==> config.mk <==
export PLATFORM = sky130hd
export DESIGN_NAME = multicycle_ctrl
export DESIGN_NICKNAME = d
export VERILOG_FILES = /design/src/rtl/multicycle_ctrl.sv
export SDC_FILE = /design/constraint.sdc
export NUM_CORES = 1
export LEC_CHECK = 0
export CORE_UTILIZATION = 25
export DETAILED_ROUTE_END_ITERATION = 10
export GPL_TIMING_DRIVEN = 0
export PLACE_DENSITY = 0.6
export SLEW_MARGIN = 10
export SYNTH_ARGS = -nofsm -noshare
export SYNTH_HDL_FRONTEND = slang
export SYNTH_SLANG_ARGS = --single-unit
==> constraint.sdc <==
create_clock -name clk -period 2 [get_ports clk]
set_input_delay 0.6 -clock clk [delete_from_list [all_inputs] [get_ports clk]]
set_output_delay 0.6 -clock clk [all_outputs]
set_load 0.03 [all_outputs]
==> src/rtl/multicycle_ctrl.sv <==
// Multicycle MIPS main controller: sequences fetch/decode/execute/memory/writeback
// over a shared memory and ALU, with optional memory-ready stalls and extended opcodes.
module multicycle_ctrl #(
  parameter bit MEM_WAIT_EN = 1'b0,
  parameter bit EXT_OPS     = 1'b0
) (
  input  logic       clk,
  input  logic       reset,
  input  logic [5:0] op,
  input  logic       mem_ready,
  output logic       mem_req,
  output logic       iord,
  output logic       irwrite,
  output logic       pcwrite,
  output logic       regwrite,
  output logic       memwrite,
  output logic       branch,
  output logic       branch_ne,
  output logic       alusrca,
  output logic [1:0] alusrcb,
  output logic [1:0] pcsrc,
  output logic       regdst,
  output logic       memtoreg,
  output logic       immext,
  output logic [2:0] aluop,
  output logic       illegal,
  output logic [3:0] state
);

  typedef enum logic [3:0] {
    S_FETCH   = 4'd0,
    S_DECODE  = 4'd1,
    S_MEMADR  = 4'd2,
    S_MEMRD   = 4'd3,
    S_MEMWB   = 4'd4,
    S_MEMWR   = 4'd5,
    S_EXECUTE = 4'd6,
    S_ALUWB   = 4'd7,
    S_BRANCH  = 4'd8,
    S_IMMEX   = 4'd9,
    S_IMMWB   = 4'd10,
    S_JUMP    = 4'd11
  } state_t;

  localparam logic [5:0] OP_RTYPE = 6'b000000;
  localparam logic [5:0] OP_J     = 6'b000010;
  localparam logic [5:0] OP_BEQ   = 6'b000100;
  localparam logic [5:0] OP_BNE   = 6'b000101;
  localparam logic [5:0] OP_ADDI  = 6'b001000;
  localparam logic [5:0] OP_SLTI  = 6'b001010;
  localparam logic [5:0] OP_ANDI  = 6'b001100;
  localparam logic [5:0] OP_ORI   = 6'b001101;
  localparam logic [5:0] OP_LW    = 6'b100011;
  localparam logic [5:0] OP_SW    = 6'b101011;

  localparam logic [2:0] ALU_ADD   = 3'b000;
  localparam logic [2:0] ALU_SUB   = 3'b001;
  localparam logic [2:0] ALU_FUNCT = 3'b010;
  localparam logic [2:0] ALU_AND   = 3'b011;
  localparam logic [2:0] ALU_OR    = 3'b100;
  localparam logic [2:0] ALU_SLT   = 3'b101;

  state_t     r_state;
  state_t     w_next;
  logic [5:0] r_op;
  logic       w_ready;

  // Without the handshake every access completes in its first cycle.
  assign w_ready = MEM_WAIT_EN ? mem_ready : 1'b1;
  assign state   = r_state;

  // State and captured-opcode registers.
  always_ff @(posedge clk) begin
    if (reset) begin
      r_state <= S_FETCH;
      r_op    <= 6'd0;
    end else begin
      r_state <= w_next;
      if (r_state == S_DECODE) begin
        r_op <= op;
      end else begin
        r_op <= r_op;
      end
    end
  end

  // Next-state and output decode.
  always_comb begin
    w_next    = S_FETCH;
    mem_req   = 1'b0;
    iord      = 1'b0;
    irwrite   = 1'b0;
    pcwrite   = 1'b0;
    regwrite  = 1'b0;
    memwrite  = 1'b0;
    branch    = 1'b0;
    branch_ne = 1'b0;
    alusrca   = 1'b0;
    alusrcb   = 2'b00;
    pcsrc     = 2'b00;
    regdst    = 1'b0;
    memtoreg  = 1'b0;
    immext    = 1'b0;
    aluop     = ALU_ADD;
    illegal   = 1'b0;
    if (reset) begin
      // Only the FETCH selects survive reset; every enable and request stays low.
      alusrcb = 2'b01;
    end else begin
      case (r_state)
        S_FETCH: begin
          mem_req = 1'b1;
          alusrcb = 2'b01;
          if (w_ready) begin
            irwrite = 1'b1;
            pcwrite = 1'b1;
            w_next  = S_DECODE;
          end else begin
            w_next  = S_FETCH;
          end
        end
        S_DECODE: begin
          alusrcb = 2'b11;
          case (op)
            OP_LW, OP_SW: w_next = S_MEMADR;
            OP_RTYPE:     w_next = S_EXECUTE;
            OP_BEQ:       w_next = S_BRANCH;
            OP_ADDI:      w_next = S_IMMEX;
            OP_J:         w_next = S_JUMP;
            OP_BNE: begin
              if (EXT_OPS) begin
                w_next  = S_BRANCH;
              end else begin
                w_next  = S_FETCH;
                illegal = 1'b1;
              end
            end
            OP_SLTI, OP_ANDI, OP_ORI: begin
              if (EXT_OPS) begin
                w_next  = S_IMMEX;
              end else begin
                w_next  = S_FETCH;
                illegal = 1'b1;
              end
            end
            default: begin
              w_next  = S_FETCH;
              illegal = 1'b1;
            end
          endcase
        end
        S_MEMADR: begin
          alusrca = 1'b1;
          alusrcb = 2'b10;
          if (r_op == OP_LW) begin
            w_next = S_MEMRD;
          end else if (r_op == OP_SW) begin
            w_next = S_MEMWR;
          end else begin
            w_next = S_FETCH;
          end
        end
        S_MEMRD: begin
          mem_req = 1'b1;
          iord    = 1'b1;
          w_next  = w_ready ? S_MEMWB : S_MEMRD;
        end
        S_MEMWB: begin
          regwrite = 1'b1;
          memtoreg = 1'b1;
          w_next   = S_FETCH;
        end
        S_MEMWR: begin
          mem_req  = 1'b1;
          iord     = 1'b1;
          memwrite = 1'b1;
          w_next   = w_ready ? S_FETCH : S_MEMWR;
        end
        S_EXECUTE: begin
          alusrca = 1'b1;
          aluop   = ALU_FUNCT;
          w_next  = S_ALUWB;
        end
        S_ALUWB: begin
          regwrite = 1'b1;
          regdst   = 1'b1;
          w_next   = S_FETCH;
        end
        S_BRANCH: begin
          alusrca   = 1'b1;
          aluop     = ALU_SUB;
          pcsrc     = 2'b01;
          branch    = (r_op == OP_BEQ);
          branch_ne = EXT_OPS && (r_op == OP_BNE);
          w_next    = S_FETCH;
        end
        S_IMMEX: begin
          alusrca = 1'b1;
          alusrcb = 2'b10;
          w_next  = S_IMMWB;
          case (r_op)
            OP_SLTI: aluop = ALU_SLT;
            OP_ANDI: begin
              aluop  = ALU_AND;
              immext = 1'b1;
            end
            OP_ORI: begin
              aluop  = ALU_OR;
              immext = 1'b1;
            end
            default: aluop = ALU_ADD;
          endcase
        end
        S_IMMWB: begin
          regwrite = 1'b1;
          w_next   = S_FETCH;
        end
        S_JUMP: begin
          pcsrc   = 2'b10;
          pcwrite = 1'b1;
          w_next  = S_FETCH;
        end
        default: begin
          w_next = S_FETCH;
        end
      endcase
    end
  end

endmodule

After elaboration in Yosys (flattened, before gate mapping)
Cells that the tools add are included.
{ "totals": {"wordCells": 72, "in_bits": 9, "register_bits": 10, "out_inout_bits": 24} }
{ "classes": {"n_eq_ne": 22, "n_mux": 37, "reduce_logical": 11} }
{ "ops": {"columns": ["op", "n"], "rows": [
  ["$mux W1", 26],
  ["$eq A6 B4 Y1 const B", 4],
  ["$eq A6 B6 Y1 const B", 4],
  ["$pmux W4 S6", 1],
  ["$pmux W4 S5", 1],
  ["$pmux W3 S3", 2],
  ["$eq A4 B3 Y1 const B", 4],
  ["$eq A4 B4 Y1 const B", 4],
  ["$eq A6 B3 Y1 const B", 2],
  ["$reduce_or A2 Y1", 5],
  ["$mux W3", 3],
  ["$eq A4 B2 Y1 const B", 2],
  ["$eq A6 B2 Y1 const B", 1],
  ["$logic_not A6 Y1", 1],
  ["$pmux W2 S3", 1],
  ["$reduce_or A3 Y1", 2],
  ["$reduce_or A6 Y1", 1],
  ["$eq A4 B1 Y1 const B", 1],
  ["$logic_not A4 Y1", 1],
  ["$mux W2", 2],
  ["$pmux W2 S2", 1],
  ["$reduce_or A4 Y1", 1]
]} }

Logic depth before layout (Yosys ltp)
Gate-level depths: netlist (run 1).
{ "logic_depth": {"ltp_word": 5, "mapped_depth": 5, "ltp_nobuf": 4} }

Worst setup path before layout (run 1)
Ideal clock, no wire load.
{ "synth_timing": {"path_kind": "reg2out", "from": "reg r_state[1] (netlist: state[1])", "to": "out branch", "path_slack_ns": -0.663, "n_path_buf": 1, "t_arrival_ns": 2.063, "t_required_ns": 1.400, "path_stages_with_launch": 4, "path_cell_list": "dfxtp_1 -> buf_2 -> or3_1 -> nor4b_1"} }
{ "synth_between": {"elab_chain_len": 3} }
{ "synth_rtl": {"columns": ["element", "line", "source"], "rows": [
  ["start, declared", "63", "state_t r_state;"],
  ["start signal, assigned", "78", "r_state <= w_next;"],
  ["$eq A4 B4 Y1", "110", "case (r_state)"],
  ["$mux W1", "110", null],
  ["$mux W1", "106", "if (reset) begin"],
  ["end, declared", "17", "output logic branch,"]
]} }
Every way passes these cells.

Worst setup path after layout (run 1)
{ "layout_timing": {"from": "reg r_op[0]", "to": "out aluop[1]"} }
{ "layout_between": {"elab_chain_len": 4, "word_cells_on_any_way": 6, "classes_between": "eq/ne (3); mux (3)"} }
{ "layout_rtl": {"columns": ["element", "line", "source"], "rows": [
  ["start, declared", "65", "logic [5:0] r_op;"],
  ["start signal, assigned", "80", "r_op <= op;"],
  ["start signal, assigned", "82", "r_op <= r_op;"],
  ["$eq A6 B4 Y1", "201", "case (r_op)"],
  ["$pmux W3 S3 *", "201", null],
  ["$pmux W3 S3 *", "110", null],
  ["$mux W3 *", "106", null],
  ["end, declared", "25", "output logic [2:0] aluop,"]
]} }
Mark *: on every way between the ends. The rest lies on a longest branch, timed or not.

==> key figures, run 1 <==
Finish
  – Area grow syn2layout: 115%
  – Filler instances: 301
  – Area occupied by multi-input gates: 840 um^2
  – Layout cells sized above 1: 62.1%
  – Net count, final: 180
  – Storage cell area: 218 um^2
  – Final core utilization: 57.6%
  – Antenna cell count: 0
  – Final instance area: 0.00179 mm^2

Yosys
  – Synth top area share: 24.1%
  – Post-synthesis cell area: 832 um^2
  – Main area contributors after synthesis: dfxtp_1 24%, nor2_1 8.6%, a21oi_1 6.0%, mux2i_1 6.0%, nor3_1 4.8%
  – Most common cell in the netlist: nor2_1
  – Total of warnings raised by yosys: 0
  – Syn Inst Count: 112
  – Async SR Flop Fraction: 0%
  – Synth cell types: 42
  – Synth top cells by count: 19 x nor2_1, 10 x a21oi_1, 10 x dfxtp_1, 8 x nor3_1, 5 x mux2i_1
  – Top cell type by total area after synthesis: dfxtp_1
  – Post-synthesis sequential area ratio: 24.1%
  – Flops & latches, synth: 10
  – Post-synth EDFFs: 0
  – Syn nets: 121
  – Synth Flop Type: dfxtp_1
  – Syn_area_per_cell: 7.43 um^2

Pwr
  – Max rail drop VDD: 0.240 mV
  – Psw: 0.000200 W
  – Pint: 0.000412 W
  – Clock Power Share: 21.2%
  – Part of the power in registers: 37.0%
  – Switch share: 32.7%
  – Pwr Density: 342 mW/mm^2
  – Leakage: 0.718 nW
  – Combinational Power Share: 41.8%

STA
  – Slew Viols, Final: 0
  – Slew @ Worst Pin: 505 ps
  – Fmax: 450 MHz
  – RSZ-0062 raised after global routing: yes
  – Final number of hold-violating endpoints: 0
  – Rel. slew slack: 66.0%
  – Skew final: 1.97 ps
  – Setup violations, final: 15
  – Period minus WS final: 2220 ps
  – TNS Setup: -1470 ps
  – Fin crit share: 111%
  – Final worst slack: -224 ps
  – Hold_ws: 531 ps

Global route
  – Tot GR Track Use: 16.2%
  – Number of global-route vias before repair: 969
  – Grt total ovfl: 0
  – Largest net degree at the start of global routing: 12
  – First-pass GRT wire length: 4390 um
  – Initial antenna violation count: 0

Floorplanning
  – Io pins: 33
  – Chip Width: 59.7 um
  – Die Span Y: 59.7 um
  – Initial Util: 26.8%
  – Row count: 20
  – Die Footprint: 0.00356 mm^2
  – Core ar.: 0.00310 mm^2

Route
  – DR iter-0 viols: 27
  – Antenna Nets Post-Route: 0
  – Initial DRT Pass Iterations: 4
  – Via density per instance: 4.98
  – Final wirelength: 2870 um
  – # DRC: 0
  – Via count: 1061
  – Routed len/inst: 13.5 um

Placed design
  – GP Congestion: 0.875
  – Place WS: -1240 ps
  – HPWL Detailed: 1840 um
  – Port Buffers: 30
  – Post-DP Area: 0.00136 mm^2

Clock network
  – Total CTS buffers: 3
  – CTS tree: built
  – Clk Latency, worst-skew pair: 250 ps
  – H-tree depth: 1
  – Clock tree buffer depth: 2
  – Root Driver: clkbuf_4
  – Clk slew on worst S/H paths: 60 ps
  – CTS Sinks: 10

Critical path
  – CP max stage cell: or4b_4
  – Crit start category: register
  – CP required: 1400 ps
  – Critical-path cell list: or4b_4 > nor4_2 > nor2_1 > nor2_4 > buf_6
  – Crit path largest cell delay: 570 ps
  – Critical path class: register to primary output
  – Buf/Inv on CP: 1
  – CP Max Fanout: 3
  – Worst Path Arrival: 1620 ps
  – Crit end category: primary output
  – Critical path's top delay family: simple AND/OR/NAND/NOR gates

Min path
  – Hold Path Class: register to register

Status
  – Violations in the final reports: negative setup slack
  – Status: finished with violations

Job
  – Max Cap Viol: 0
-- worst paths after layout --
path / start / end / slack, ps / depth (start not counted)
worst min-delay path: r_op[5] / r_op[5] / 530 / 2
worst min register to register: r_op[5] / r_op[5] / 530 / 2
worst max-delay path: r_op[0] / aluop[1] / -220 / 5
worst max register to register: state[0] / state[1] / 520 / 5
-- sequential cells by signal, summed over array words and instances, names as in the netlist --
signal,cells
r_op,6
state,4
-- per-layer routing --
metal	track usage [%]	vias up	part of all wire, %
met4	5.32	0	1.7
met1	20.4	505	43
met5	0	-	0
met3	3.03	5	4.9
li1	-	516	-
met2	27.8	35	50
-- cell type report --
cell class	count	area share, %
Multi-Input combinational cell	93	47.0
Buffer	6	5.81
Tap cell	44	3.08
Timing Repair Buffer	55	30.0
Sequential cell	10	12.2
Clock buffer	3	1.26
Inverter	2	0.630
-- per-stage QoR --
stage	power (W)	cells
2_1_floorplan	0.000358	112
3_3_place_gp	0.000419	186
3_5_place_dp	0.000421	186
4_1_cts	0.000593	202
5_1_grt	0.000647	213
6_report	0.000611	213
-- worst reg2reg max path, cell delays in order (launching register included) --
cell	delay [ps]
dfxtp_4	380
buf_4	150
nand2b_1	140
nor4_1	450
a21oi_1	140
a21oi_1	150
-- timing repair --
| item | CTS | global route |
|---|---|---|
| endpoints found under the setup margin | 20 | 21 |
| hold buffers | 0 | 0 |
| pin swaps | 15 | 11 |
| gates resized for setup | 178 | 41 |
| setup buffers | 13 | 12 |
-- kinds of logic (layout without fill, tap and decap cells) --
| family | count (synthesis) | count (layout) | synth area share (%) |
|---|---|---|---|
| other cells | 1 | 1 | 0.451 |
| mux | 5 | 5 | 6.02 |
| simple gates | 60 | 60 | 43.3 |
| xor+xnor | 3 | 3 | 3.16 |
| flops | 10 | 10 | 24.1 |
| buf+inv | 9 | 66 | 5.87 |
| compound gates | 24 | 24 | 17.1 |
-- layout by cell type (no fill, tap or decap), types with 3 or more instances in the layout --
| cell type | instances |
|---|---|
| buf_12 | 3 |
| clkbuf_4 | 3 |
| buf_4 | 22 |
| o21ai_1 | 3 |
| a21oi_1 | 6 |
| nor2_2 | 3 |
| nor3_4 | 5 |
| nand2b_4 | 3 |
| a21o_1 | 3 |
| buf_6 | 25 |
| nor2_1 | 14 |
| buf_2 | 3 |
| nor3_2 | 4 |
| mux2i_1 | 5 |
| dfxtp_4 | 3 |
| dfxtp_2 | 5 |
-- power by group through the flow --
| stage | combinational [W] | clock [W] | sequential (W) |
|---|---|---|---|
| final | 0.000256 | 0.000129 | 0.000226 |
| after global routing | 0.000274 | 0.000146 | 0.000227 |
| after floorplan | 0.000126 | 0 | 0.000232 |
| after global placement | 0.000187 | 0 | 0.000232 |
| after CTS | 0.000228 | 0.000137 | 0.000228 |
| after detailed placement | 0.000189 | 0 | 0.000232 |
(Power assumes the default switching activity.)
==> inputs of run 2 (changes only) <==
--- a/config.mk
+++ b/config.mk
@@ -6,6 +6,7 @@
 export NUM_CORES = 1
 export LEC_CHECK = 0
 export CORE_UTILIZATION = 25
+export CTS_BUF_LIST = sky130_fd_sc_hd__clkbuf_4 sky130_fd_sc_hd__clkbuf_8 sky130_fd_sc_hd__clkbuf_16
 export DETAILED_ROUTE_END_ITERATION = 10
 export GPL_TIMING_DRIVEN = 0
 export PLACE_DENSITY = 0.6
==> results of run 2 <==
Same layout as run 1: the final DEF is identical, and so are final timing and power.
